$ cat src/rtl/adc_scan_sequencer.sv
// Scan/host sequencer for an ADC0809-style converter: drives address/ALE/START/OE,
// waits on a synchronised EOC and publishes one result per conversion.
module adc_scan_sequencer #(
  parameter int NUM_CH      = 4,
  parameter int ADC_DIV     = 50,
  parameter int SETUP       = 2,
  parameter int EOC_TIMEOUT = 4096
) (
  input  logic       clock,
  input  logic       reset,
  input  logic       enable,
  input  logic       host_req,
  input  logic [2:0] host_ch,
  output logic       host_ack,
  input  logic       eoc,
  input  logic [7:0] adc_data,
  output logic       adc_clock,
  output logic       ale,
  output logic       start,
  output logic       oe,
  output logic [2:0] address,
  output logic [7:0] result_data,
  output logic [2:0] result_ch,
  output logic       result_valid,
  output logic       timeout_err
);

  localparam int DIV_W = (ADC_DIV > 1) ? $clog2(ADC_DIV) : 1;
  localparam int TO_W  = $clog2(EOC_TIMEOUT + 2*ADC_DIV + 1);
  localparam int CNT_W = $clog2(SETUP + 2);
  localparam logic [DIV_W-1:0] DIV_LAST   = DIV_W'(ADC_DIV - 1);
  localparam logic [TO_W-1:0]  TO_LAST    = TO_W'(EOC_TIMEOUT - 1);
  localparam logic [TO_W-1:0]  START_LAST = TO_W'(2*ADC_DIV - 1);
  localparam logic [CNT_W-1:0] SETUP_LAST = CNT_W'(SETUP - 1);
  localparam logic [2:0]       CH_LAST    = 3'(NUM_CH - 1);
  localparam logic [3:0]       NUM_CH_W   = 4'(NUM_CH);

  typedef enum logic [2:0] {
    S_IDLE, S_SEL, S_ALE, S_START, S_WAIT_LO, S_WAIT_HI, S_READ, S_DONE
  } state_t;

  // Free-running conversion clock divider
  logic [DIV_W-1:0] div_cnt_q, div_cnt_d;
  logic             adc_clk_q, adc_clk_d;
  logic             eoc_m_q, eoc_m_d, eoc_s_q, eoc_s_d;

  always_comb begin
    div_cnt_d = div_cnt_q + 1'b1;
    adc_clk_d = adc_clk_q;
    if (div_cnt_q == DIV_LAST) begin
      div_cnt_d = '0;
      adc_clk_d = ~adc_clk_q;
    end
    eoc_m_d = eoc;
    eoc_s_d = eoc_m_q;
  end

  always_ff @(posedge clock or negedge reset) begin
    if (!reset) begin
      div_cnt_q <= '0;
      adc_clk_q <= 1'b0;
      eoc_m_q   <= 1'b0;
      eoc_s_q   <= 1'b0;
    end else begin
      div_cnt_q <= div_cnt_d;
      adc_clk_q <= adc_clk_d;
      eoc_m_q   <= eoc_m_d;
      eoc_s_q   <= eoc_s_d;
    end
  end

  state_t           state_q;
  logic [2:0]       ptr_q, address_q, result_ch_q;
  logic             host_job_q;
  logic [CNT_W-1:0] cnt_q;
  logic [TO_W-1:0]  tcnt_q;
  logic             ale_q, start_q, oe_q;
  logic [7:0]       result_data_q;
  logic             result_valid_q, timeout_err_q, host_ack_q;
  logic             to_hit;

  assign to_hit = (tcnt_q == TO_LAST);

  always_ff @(posedge clock or negedge reset) begin
    if (!reset) begin
      state_q        <= S_IDLE;
      ptr_q          <= '0;
      host_job_q     <= 1'b0;
      address_q      <= '0;
      cnt_q          <= '0;
      tcnt_q         <= '0;
      ale_q          <= 1'b0;
      start_q        <= 1'b0;
      oe_q           <= 1'b0;
      result_data_q  <= '0;
      result_ch_q    <= '0;
      result_valid_q <= 1'b0;
      timeout_err_q  <= 1'b0;
      host_ack_q     <= 1'b0;
    end else begin
      result_valid_q <= 1'b0;
      timeout_err_q  <= 1'b0;
      host_ack_q     <= 1'b0;
      unique case (state_q)
        S_IDLE: begin
          if (host_req) begin
            host_job_q <= 1'b1;
            // Out-of-range host channel is refused without touching the ADC pins
            if ({1'b0, host_ch} >= NUM_CH_W) begin
              host_ack_q    <= 1'b1;
              timeout_err_q <= 1'b1;
              state_q       <= S_DONE;
            end else begin
              address_q <= host_ch;
              cnt_q     <= '0;
              state_q   <= S_SEL;
            end
          end else if (enable) begin
            host_job_q <= 1'b0;
            address_q  <= ptr_q;
            cnt_q      <= '0;
            state_q    <= S_SEL;
          end
        end
        S_SEL: begin
          if (cnt_q == SETUP_LAST) begin
            ale_q   <= 1'b1;
            state_q <= S_ALE;
          end else begin
            cnt_q <= cnt_q + 1'b1;
          end
        end
        S_ALE: begin
          ale_q   <= 1'b0;
          start_q <= 1'b1;
          tcnt_q  <= '0;
          state_q <= S_START;
        end
        S_START, S_WAIT_LO, S_WAIT_HI: begin
          tcnt_q <= tcnt_q + 1'b1;
          if (to_hit) begin
            start_q       <= 1'b0;
            timeout_err_q <= 1'b1;
            host_ack_q    <= host_job_q;
            state_q       <= S_DONE;
          end else if (state_q == S_START) begin
            if (tcnt_q == START_LAST) begin
              start_q <= 1'b0;
              state_q <= S_WAIT_LO;
            end
          end else if (state_q == S_WAIT_LO) begin
            if (!eoc_s_q) state_q <= S_WAIT_HI;
          end else if (eoc_s_q) begin
            oe_q    <= 1'b1;
            cnt_q   <= '0;
            state_q <= S_READ;
          end
        end
        S_READ: begin
          if (cnt_q == CNT_W'(1)) begin
            oe_q           <= 1'b0;
            result_data_q  <= adc_data;
            result_ch_q    <= address_q;
            result_valid_q <= 1'b1;
            host_ack_q     <= host_job_q;
            state_q        <= S_DONE;
          end else begin
            cnt_q <= cnt_q + 1'b1;
          end
        end
        S_DONE: begin
          if (!host_job_q) ptr_q <= (ptr_q == CH_LAST) ? 3'd0 : ptr_q + 3'd1;
          state_q <= S_IDLE;
        end
        default: state_q <= S_IDLE;
      endcase
    end
  end

  assign adc_clock    = adc_clk_q;
  assign ale          = ale_q;
  assign start        = start_q;
  assign oe           = oe_q;
  assign address      = address_q;
  assign result_data  = result_data_q;
  assign result_ch    = result_ch_q;
  assign result_valid = result_valid_q;
  assign timeout_err  = timeout_err_q;
  assign host_ack     = host_ack_q;

endmodule

$ cat config.mk
export PLATFORM = sky130hd
export DESIGN_NAME = adc_scan_sequencer
export DESIGN_NICKNAME = d
export VERILOG_FILES = /design/src/rtl/adc_scan_sequencer.sv
export SDC_FILE = /design/constraint.sdc
export NUM_CORES = 1
export LEC_CHECK = 0
export CAP_MARGIN = 20
export CORE_MARGIN = 1
export CORE_UTILIZATION = 30
export CTS_BUF_LIST = sky130_fd_sc_hd__clkbuf_4
export CTS_CLUSTER_DIAMETER = 40
export DETAILED_ROUTE_END_ITERATION = 6
export HOLD_SLACK_MARGIN = 0.15
export PLACE_DENSITY = 0.5
export SLEW_MARGIN = 20
export SYNTH_ARGS = -nofsm -noshare
export SYNTH_HDL_FRONTEND = slang
export SYNTH_SLANG_ARGS = --single-unit
$ cat constraint.sdc
create_clock -name clock -period 1.9 [get_ports clock]
set_clock_uncertainty 0.1 [all_clocks]
set_input_delay 0.38 -clock clock [delete_from_list [all_inputs] [get_ports clock]]
set_output_delay 0.38 -clock clock [all_outputs]
set_load 0.005 [all_outputs]
==> metrics.md, run 1 <==
| Metric | Value |
|---|---|
| Power Density | 1270 nW/µm² |
| Slew headroom | 0.698 |
| Die H | 93.3 µm |
| Worst R2R Start | tcnt_q[7] |
| R2R Setup Slk | 30 ps |
| IO buf count | 36 |
| Fin. Hold Viols | 0 |
| TritonCTS clock tree | yes |
| Share of cells above drive strength 1 | 0.162 |
| RD Place Congestion | 0.738 |
| Post-synth top area share | 0.511 |
| Critical path startpoint category | flip-flop |
| Final setup vio count | 0 |
| Total design power | 4.23 mW |
| Maximum vdd drop | 632 µV |
| Avg Inst Size Synth | 9.36 µm² |
| Largest net degree at the start of global routing | 52 |
| Data required, critical path | 2070 ps |
| Nets | 353 |
| Worst Path Max Fanout | 4 |
| Width of the chip | 93.3 µm |
| Hold WC Path Type | reg -> reg |
| Initial antenna violation count | 0 |
| Clk sinks | 51 |
| Ys flop type | dfrtp_1 |
| Library cells used by synthesis | 49 |
| DP Wirelength | 3.94 mm |
| Starting Density | 0.317 |
| FILL cells | 773 |
| Peak Freq | 0.535 GHz |
| Setup CP Type | reg -> reg |
| Top post-synthesis cells by area | dfrtp_1 51%, nand2_1 8.6%, o21ai_0 4.0% |
| CP endpoint kind | flip-flop |
| Rows | 32 |
| CTS buffer count | 5 |
| Reg2reg end | state_q[2] |
| Synth-to-layout area growth | 33.2% |
| Final wirelength | 5.51 mm |
| Core area | 7890 µm² |
| Ant. Diodes | 0 |
| DR WL/cell | 12.7 µm |
| Largest area contributor in the netlist | dfrtp_1 |
| Data arrival, critical path | 2040 ps |
| Max-cap violation count | 0 |
| Syn Inst Count | 267 |
| RSZ-0062 raised after global routing | yes |
| Cell Count, Final, Fillers Out | 435 |
| Drt first pass iters | 4 |
| Post-synth EDFFs | 0 |
| Clk Latency, worst-skew pair | 370 ps |
| Fin crit share | 0.983 |
| DRC Markers | 0 |
| Die area | 8700 µm² |
| Vias per Instance | 4.77 |
| Period minus WS final | 1870 ps |
| Synthesized flop and latch total | 51 |
| Via count | 2,073 |
| Ports | 37 |
| HP Start | eoc_m_q |
| First-pass GRT wire length | 9.46 mm |
| Inst Count DP | 425 |
| Share of flip-flops with an asynchronous set or reset | 1.00 |
| R2r worst-path depth | 6 |
| Vias in the first global route | 1,975 |
| Worst Hold Depth | 0 |
| CTS root buffer | clkbuf_4 |
| Hold Crit Endpoint | eoc_s_q |
| Max Buffers Root-to-Sink | 2 |
| Routed Antenna Nets | 0 |
| Count of final max-slew check failures | 0 |
| Tightest Pin Transition | 450 ps |
| Sequential area share after synthesis | 0.511 |
| Synth Net Count | 288 |
| DR iter-0 viols | 122 |
| Syn. warnings | 0 |
| CTS H-tree lvls | 2 |
| Lkg Pwr | 1.53 nW |
| Grt ovf | 0 |
| Clock transition at the registers of the reported paths | 150 ps |
| Mapped Area | 2500 µm² |
| GRT Total Usage | 0.138 |
| Status | completed |
## worst max-delay path by stage
stage,startpoint,endpoint,slack [ps],cells past startpoint
2_1_floorplan,tcnt_q[0],state_q[2],40,6
3_3_place_gp,host_req,state_q[2],-170,6
3_5_place_dp,host_req,state_q[2],-170,6
4_1_cts,tcnt_q[12],state_q[2],10,5
5_1_grt,tcnt_q[9],state_q[2],-30,6
6_report,tcnt_q[7],state_q[2],30,6
## cell usage after synthesis (all sizes together), types with 2 or more instances
library cell	instances
mux2i	6
ha	5
and2	2
nand2	57
inv	10
dfrtp	51
o31ai	2
and3	3
a21boi	2
clkbuf	6
o21ai	20
nand4	3
nor2b	2
xor2	3
a31oi	6
a21oi	10
nand2b	3
xnor2	4
mux2	2
nor4	3
nor3b	2
nand3b	4
nor3	4
nand3	14
nand4b	2
buf	5
nor2	20
## registers in the layout, summed over array words and instances, names as in the netlist, 2 cells and up
name,count
tcnt_q,13
result_data,8
div_cnt_q,6
address,3
ptr_q,3
result_ch,3
state_q,3
cnt_q,2
## cell type report
class | instances | area, µm² | area share
clock buffer | 5 | 37.5 | 0.0113
clock inverter | 3 | 47.5 | 0.0143
inverter | 10 | 37.5 | 0.0113
multi-input combinational | 195 | 1170 | 0.351
sequential | 51 | 1280 | 0.385
tap | 102 | 128 | 0.0383
timing repair buffer | 69 | 631 | 0.189
## worst max-delay path, stage by stage (launching register included)
cell and delay (ps):
dfrtp_2 470, buf_4 150, nor4b_4 260, a31oi_1 170, nor2_1 130, o21a_1 160
mux2_2 330
## metal layers
metal | wire length [µm] | share of wire | GRT usage | vias up
li1 | - | - | - | 1058
met5 | 0 | 0 | 0 | -
met4 | 44 | 0.0080 | 0.0346 | 0
met1 | 2850 | 0.52 | 0.199 | 975
met3 | 181 | 0.033 | 0.0260 | 4
met2 | 2440 | 0.44 | 0.213 | 36
## logic make-up (layout without fill, tap and decap cells)
group | after synthesis | after routing | share of synthesized area
AO/OA/AOI/OAI | 51 | 51 | 0.125
XOR/XNOR | 7 | 7 | 0.0245
adder cells (fa/ha/maj) | 5 | 5 | 0.0250
buffers and inverters | 21 | 87 | 0.0386
flip-flops | 51 | 51 | 0.511
multiplexers | 8 | 8 | 0.0330
AND/OR/NAND/NOR | 124 | 124 | 0.243
## power breakdown
group | internal [mW] | total [mW] | switching, mW
combinational | 1.02 | 2.00 | 0.974
clock | 0.285 | 0.653 | 0.369
sequential | 1.38 | 1.58 | 0.200
total | 2.69 | 4.23 | 1.54
## placed cells by master, fill, tap and decap left out, types with 3 or more instances in the layout
cell              n
a31oi_1           6
a21oi_1          10
dfrtp_1          48
buf_4            30
and3_1            3
nand3b_1          3
nand4_1           3
clkdlybuf4s50_1  35
nand2_1          57
dfrtp_2           3
mux2i_1           6
nand3_1          14
inv_1            10
xor2_1            3
nor3_1            3
nor2_1           20
o21ai_0          19
nand2b_1          3
ha_1              5
clkbuf_4          5
xnor2_1           4
## per-stage QoR
step	util	TNS (ps)	hold WS, ps	instance area [µm²]	setup slack (ps)
after floorplan	-	0	-15.6	2500	44.0
after CTS	0.416	0	269	3280	11.8
after global routing	0.422	-46.4	283	3330	-33.7
final	0.422	0	266	3330	32.3
after detailed placement	0.403	-466	235	3180	-170
after global placement	0.403	-451	232	3180	-168
## repair_timing
item	4_1_cts	5_1_grt
hold buffers	1	0
setup endpoints to repair	1	5
gates resized for setup	1	9
setup buffers	0	1
endpoints found under the hold margin	51	0
(Power assumes the default switching activity.)
==> inputs of run 2 (changes only) <==
Settings changed: MAX_ROUTING_LAYER set to met4.
==> run 2 against run 1 <==
Effect of this change: sequential cell count unchanged; clock power is essentially flat; utilization unchanged; power about the same; global-route usage is 0.42 points higher; routed wire length rose by 0.24%; cell count unchanged; maximum frequency barely moved; worst hold slack about the same; via count barely moved; largest cell class unchanged; largest power group unchanged.
==> metrics.md, run 2 (synthesis gave the netlist of run 1 again) <==
| Metric | Value |
|---|---|
| Status | completed (unchanged) |
| Max-cap violation count | 0 (unchanged) |
| Crit path launch | tcnt_q[7] (unchanged) |
| Maximum vdd drop | 630 µV (was 632 µV) |
| Period minus WS final | 1870 ps (about the same) |
| Share of cells above drive strength 1 | 0.162 (unchanged) |
| Grt ovf | 0 (unchanged) |
| Inst Count DP | 425 (unchanged) |
| Peak Freq | 0.535 GHz (about the same) |
| Post-DP Area | 3180 µm² (unchanged) |
| Max reg flops | 13 (unchanged) |
| Drt first pass iters | 4 (unchanged) |
| Critical path startpoint category | flip-flop (unchanged) |
| Initial antenna violation count | 0 (unchanged) |
| Die area | 8700 µm² (unchanged) |
| Worst R2R Start | tcnt_q[7] (unchanged) |
| Data required, critical path | 2070 ps (about the same) |
| Count of final max-slew check failures | 0 (unchanged) |
| Die H | 93.3 µm (unchanged) |
| Crit path cell chain | buf_4 > nor4b_4 > a31oi_1 > nor2_1 > o21a_1 > mux2_2 (unchanged) |
| TritonCTS clock tree | yes (unchanged) |
| Clk Latency, worst-skew pair | 370 ps (about the same) |
| Final wirelength | 5.52 mm (was 5.51 mm) |
| Vias in the first global route | 1,969 (was 1,975) |
| DR WL/cell | 12.7 µm (about the same) |
| GRT Total Usage | 0.142 (was 0.138) |
| Hold WS | 266 ps (about the same) |
| Largest net degree at the start of global routing | 52 (unchanged) |
| CTS H-tree lvls | 2 (unchanged) |
| Top Family by Delay on Critical Path | flip-flops (unchanged) |
| Setup CP Type | reg -> reg (unchanged) |
| Nets | 353 (unchanged) |
| Final setup TNS | 0 ps (unchanged) |
| Data arrival, critical path | 2040 ps (about the same) |
| Biggest register | tcnt_q (unchanged) |
| Fin. Hold Viols | 0 (unchanged) |
| IO buf count | 36 (unchanged) |
| DR iter-0 viols | 98 (was 122) |
| CTS buffer count | 5 (unchanged) |
| Final setup vio count | 0 (unchanged) |
| Core area | 7890 µm² (unchanged) |
| DP Wirelength | 3.94 mm (unchanged) |
| Buf+Inv Stages, Crit Path | 1 (unchanged) |
| Width of the chip | 93.3 µm (unchanged) |
| Commonest cells after routing, fill and taps aside | 57 x nand2_1, 48 x dfrtp_1, 35 x clkdlybuf4s50_1 (unchanged) |
| CP endpoint kind | flip-flop (unchanged) |
| Routed Antenna Nets | 0 (unchanged) |
| First-pass GRT wire length | 9.45 mm (was 9.46 mm) |
| Finished layout cell area | 3330 µm² (unchanged) |
| Clk sinks | 51 (unchanged) |
| Cell Count, Final, Fillers Out | 435 (unchanged) |
| RD Place Congestion | 0.747 (was 0.738) |
| Worst Path Max Fanout | 4 (unchanged) |
| Fin crit share | 0.984 (was 0.983) |
| Clock transition at the registers of the reported paths | 150 ps (about the same) |
| Power Density | 1270 nW/µm² (about the same) |
| Most common cell after layout, fill and taps aside | nand2_1 (unchanged) |
| HP Start | eoc_m_q (unchanged) |
| Lkg Pwr | 1.53 nW (unchanged) |
| Ant. Diodes | 0 (unchanged) |
| Synth-to-layout area growth | 33.2% (unchanged) |
| Hold WC Path Type | reg -> reg (unchanged) |
| Max Buffers Root-to-Sink | 2 (unchanged) |
| RSZ-0062 raised after global routing | yes (unchanged) |
| Slowest CP cell | dfrtp_2 (unchanged) |
| Slew headroom | 0.696 (was 0.698) |
| Starting Density | 0.317 (unchanged) |
| Util after Layout | 0.422 (unchanged) |
| DRC Markers | 0 (unchanged) |
| CTS root buffer | clkbuf_4 (unchanged) |
| Ports | 37 (unchanged) |
| Vias per Instance | 4.77 (about the same) |
| Crit path largest cell delay | 470 ps (about the same) |
| Tightest Pin Transition | 453 ps (was 450 ps) |
| Via count | 2,074 (was 2,073) |
| Rows | 32 (unchanged) |
-- run 2: cell counts in the layout (fill, tap and decap cells not counted) --
Identical to the previous run, type by type.
-- run 2: layout make-up --
cell class | count | area (µm²)
Multi-Input combinational cell | 195 | 1170
Clock inverter | 3 | 47.5
Tap cell | 102 | 128
Timing Repair Buffer | 69 | 631
Clock buffer | 5 | 37.5
Sequential cell | 51 | 1280
Inverter | 10 | 37.5
Fill cell | 773 | 4560
-- run 2: path summary, 6_finish.rpt --
kind                       slack (ps)    endpoint  depth (start not counted)
setup reg to reg                   30  state_q[2]                          6
hold / removal                    270     eoc_s_q                          0
hold reg to reg                   270     eoc_s_q                          0
min in group asynchronous         400    cnt_q[0]                          3
setup / recovery                   30  state_q[2]                          6
max in group asynchronous        1050  tcnt_q[10]                          3
-- run 2: routing by layer --
metal / vias to the layer above / global-route usage / part of all wire
li1: 1058 / - / -
met3: 4 / 0.0252 / 0.030
met1: 975 / 0.202 / 0.52
met5: - / - / 0
met2: 37 / 0.211 / 0.44
met4: 0 / 0.0346 / 0.0081
-- run 2: worst register-to-register path: cells and delay by family, from the launching register on --
family | cells | cell delay [ps]
multiplexers | 1 | 330
buffers and inverters | 1 | 150
flip-flops | 1 | 470
AO/OA/AOI/OAI | 2 | 330
AND/OR/NAND/NOR | 2 | 390
-- run 2: metrics by stage --
step	worst slack (ps)	total power, mW
6_report	31.3	4.24
5_1_grt	-30.6	4.61
4_1_cts	11.8	4.28
3_5_place_dp	-170	3.60
3_3_place_gp	-168	3.60
2_1_floorplan	44.0	2.75
-- run 2: power breakdown --
part / leakage [nW] / internal [mW] / switching (mW)
clock network: 0.0458 / 0.285 / 0.368
logic: 0.845 / 1.02 / 0.979
registers: 0.637 / 1.38 / 0.200
-- run 2: what timing repair did --
item                                    CTS  global route
gates cloned                              0             0
endpoints found under the setup margin    1             5
gates resized for setup                   1             9
endpoints found under the hold margin    51             0
hold buffers                              1             0
setup buffers                             0             1
==> inputs of run 3 (changes only) <==
Settings changed: PLACE_DENSITY 0.5 to 0.53.
==> run 3 against run 2 <==
Effect of this change: clock power up 2%; worst setup slack worse by 4.2 ps; first-iteration DRC count up 5.1%; worst hold slack better by 5.0 ps; register-to-register slack about the same; maximum frequency down 0.22%; power up 3.2%; combinational power up 5%; critical path type unchanged; count of clock-buffer cells in the layout unchanged; cell count up 1.1%; non-clock buffer count up 5.
==> metrics.md, run 3 (synthesis gave the netlist of run 1 again) <==
| Metric | Value |
|---|---|
| Rows | 32 (unchanged) |
| Total design power | 4.37 mW (was 4.24 mW) |
| Largest net degree at the start of global routing | 52 (unchanged) |
| Fin. Hold Viols | 0 (unchanged) |
| Crit path cell chain | ha_2 > nor4b_4 > buf_4 > a31oi_4 > nor2_1 > o21a_1 > mux2_4 (was buf_4 > nor4b_4 > a31oi_1 > nor2_1 > o21a_1 > mux2_2) |
| GRT Total Usage | 0.145 (was 0.142) |
| Tightest Pin Transition | 396 ps (was 453 ps) |
| TritonCTS clock tree | yes (unchanged) |
| Hold WC Path Type | reg -> reg (unchanged) |
| RSZ-0062 raised after global routing | yes (unchanged) |
| Final setup vio count | 0 (unchanged) |
| Period minus WS final | 1870 ps (about the same) |
| Final wirelength | 5.79 mm (was 5.52 mm) |
| Peak Freq | 0.534 GHz (was 0.535 GHz) |
| CTS H-tree lvls | 2 (unchanged) |
| Initial antenna violation count | 0 (unchanged) |
| CTS root buffer | clkbuf_4 (unchanged) |
| Inst Count DP | 427 (was 425) |
| First-pass GRT wire length | 9.59 mm (was 9.45 mm) |
| Slew headroom | 0.736 (was 0.696) |
| Max Buffers Root-to-Sink | 2 (unchanged) |
| Status | completed (unchanged) |
| Die area | 8700 µm² (unchanged) |
| HP Start | eoc_m_q (unchanged) |
| R2r worst-path depth | 7 (was 6) |
| Routed Antenna Nets | 0 (unchanged) |
| Data arrival, critical path | 2050 ps (was 2040 ps) |
| Core area | 7890 µm² (unchanged) |
| RD Place Congestion | 0.790 (was 0.747) |
| Commonest cells after routing, fill and taps aside | 56 x nand2_1, 49 x dfrtp_1, 36 x buf_4 (was 57 x nand2_1, 48 x dfrtp_1, 35 x clkdlybuf4s50_1) |
| Hold WS | 271 ps (was 266 ps) |
| Share of cells above drive strength 1 | 0.178 (was 0.162) |
| FILL cells | 762 (was 773) |
| R2R Setup Slk | 30 ps (about the same) |
| Reg2reg end | state_q[2] (unchanged) |
| Worst R2R Start | tcnt_q[0] (was tcnt_q[7]) |
| Data required, critical path | 2080 ps (was 2070 ps) |
| CTS buffer count | 5 (unchanged) |
| Synth-to-layout area growth | 35.3% (was 33.2%) |
| Crit path largest cell delay | 390 ps (was 470 ps) |
| Grt ovf | 0 (unchanged) |
| Width of the chip | 93.3 µm (unchanged) |
| Hold Crit Endpoint | eoc_s_q (unchanged) |
| CP endpoint kind | flip-flop (unchanged) |
| Clock transition at the registers of the reported paths | 150 ps (about the same) |
| Setup CP Type | reg -> reg (unchanged) |
| Biggest register | tcnt_q (unchanged) |
| Vias per Instance | 4.76 (was 4.77) |
| Critical path startpoint category | flip-flop (unchanged) |
| Max-cap violation count | 0 (unchanged) |
| Count of final max-slew check failures | 0 (unchanged) |
| Final setup TNS | 0 ps (unchanged) |
| Worst Path Max Fanout | 3 (was 4) |
| Fin crit share | 0.986 (was 0.984) |
| Vias in the first global route | 2,019 (was 1,969) |
| Lkg Pwr | 1.55 nW (was 1.53 nW) |
| Slowest CP cell | dfrtp_1 (was dfrtp_2) |
| Cell Count, Final, Fillers Out | 440 (was 435) |
| Die H | 93.3 µm (unchanged) |
| DR iter-0 viols | 103 (was 98) |
| Clk Latency, worst-skew pair | 380 ps (was 370 ps) |
| Maximum vdd drop | 607 µV (was 630 µV) |
| IO buf count | 36 (unchanged) |
| Worst Hold Depth | 0 (unchanged) |
| Most common cell after layout, fill and taps aside | nand2_1 (unchanged) |
| Ports | 37 (unchanged) |
| Via count | 2,096 (was 2,074) |
| DR WL/cell | 13.2 µm (was 12.7 µm) |
| Drt first pass iters | 4 (unchanged) |
| Power Density | 1290 nW/µm² (was 1270 nW/µm²) |
| Starting Density | 0.317 (unchanged) |
| DRC Markers | 0 (unchanged) |
| Ant. Diodes | 0 (unchanged) |
| Max reg flops | 13 (unchanged) |
| Nets | 358 (was 353) |
| DP Wirelength | 4.05 mm (was 3.94 mm) |
| Clk sinks | 51 (unchanged) |
[run 3: layout make-up]
class,count,area (µm²),share of cell area
well taps,102,128,0.0378
clock buffers,5,37.5,0.0111
clock inverters,3,47.5,0.0141
multi-input cells,195,1190,0.354
flip-flops and latches,51,1280,0.378
repair buffers,74,656,0.194
inverters,10,37.5,0.0111
[run 3: worst max-delay path by stage]
stage | cells past startpoint | start | endpoint | slack, ps
after floorplan | 6 | tcnt_q[0] | state_q[2] | 40
after global placement | 6 | host_req | state_q[2] | -140
after detailed placement | 6 | host_req | state_q[2] | -170
after CTS | 6 | tcnt_q[9] | state_q[2] | 20
after global routing | 7 | tcnt_q[1] | state_q[2] | -40
final | 7 | tcnt_q[0] | state_q[2] | 30
[run 3: stage by stage]
step,utilization,setup WS [ps],area (µm²)
after CTS,0.418,16.0,3300
final,0.428,27.1,3380
after global placement,0.404,-136,3180
after detailed placement,0.404,-174,3180
after global routing,0.428,-44.4,3380
after floorplan,-,44.0,2500
[run 3: report_power, final]
group	internal [mW]	switching [mW]	total, mW
clock	0.285	0.382	0.667
sequential	1.38	0.219	1.60
combinational	1.11	0.997	2.10
[run 3: layer usage]
layer / routed length [µm] / vias up / GRT usage
met4: 48 / 0 / 0.0500
met5: 0 / - / -
met1: 2920 / 983 / 0.194
met2: 2590 / 41 / 0.220
met3: 221 / 5 / 0.0268
li1: - / 1067 / -
[run 3: timing repair]
| item | 4_1_cts | 5_1_grt |
|---|---|---|
| gates resized for setup | 3 | 11 |
| hold buffers | 1 | 0 |
| endpoints found under the hold margin | 51 | 0 |
| pin swaps | 0 | 9 |
| endpoints found under the setup margin | 1 | 5 |
| buffers inserted | 0 | 4 |
| gates cloned | 0 | 0 |
[run 3: worst max-delay path, delay by kind of cell, from the launching register on]
kind,cells,cell delay [ps]
adders and majority gates,1,190
AOI/OAI and AO/OA,2,280
buffers and inverters,1,160
muxes,1,310
DFF,1,390
and+or+nand+nor,2,330
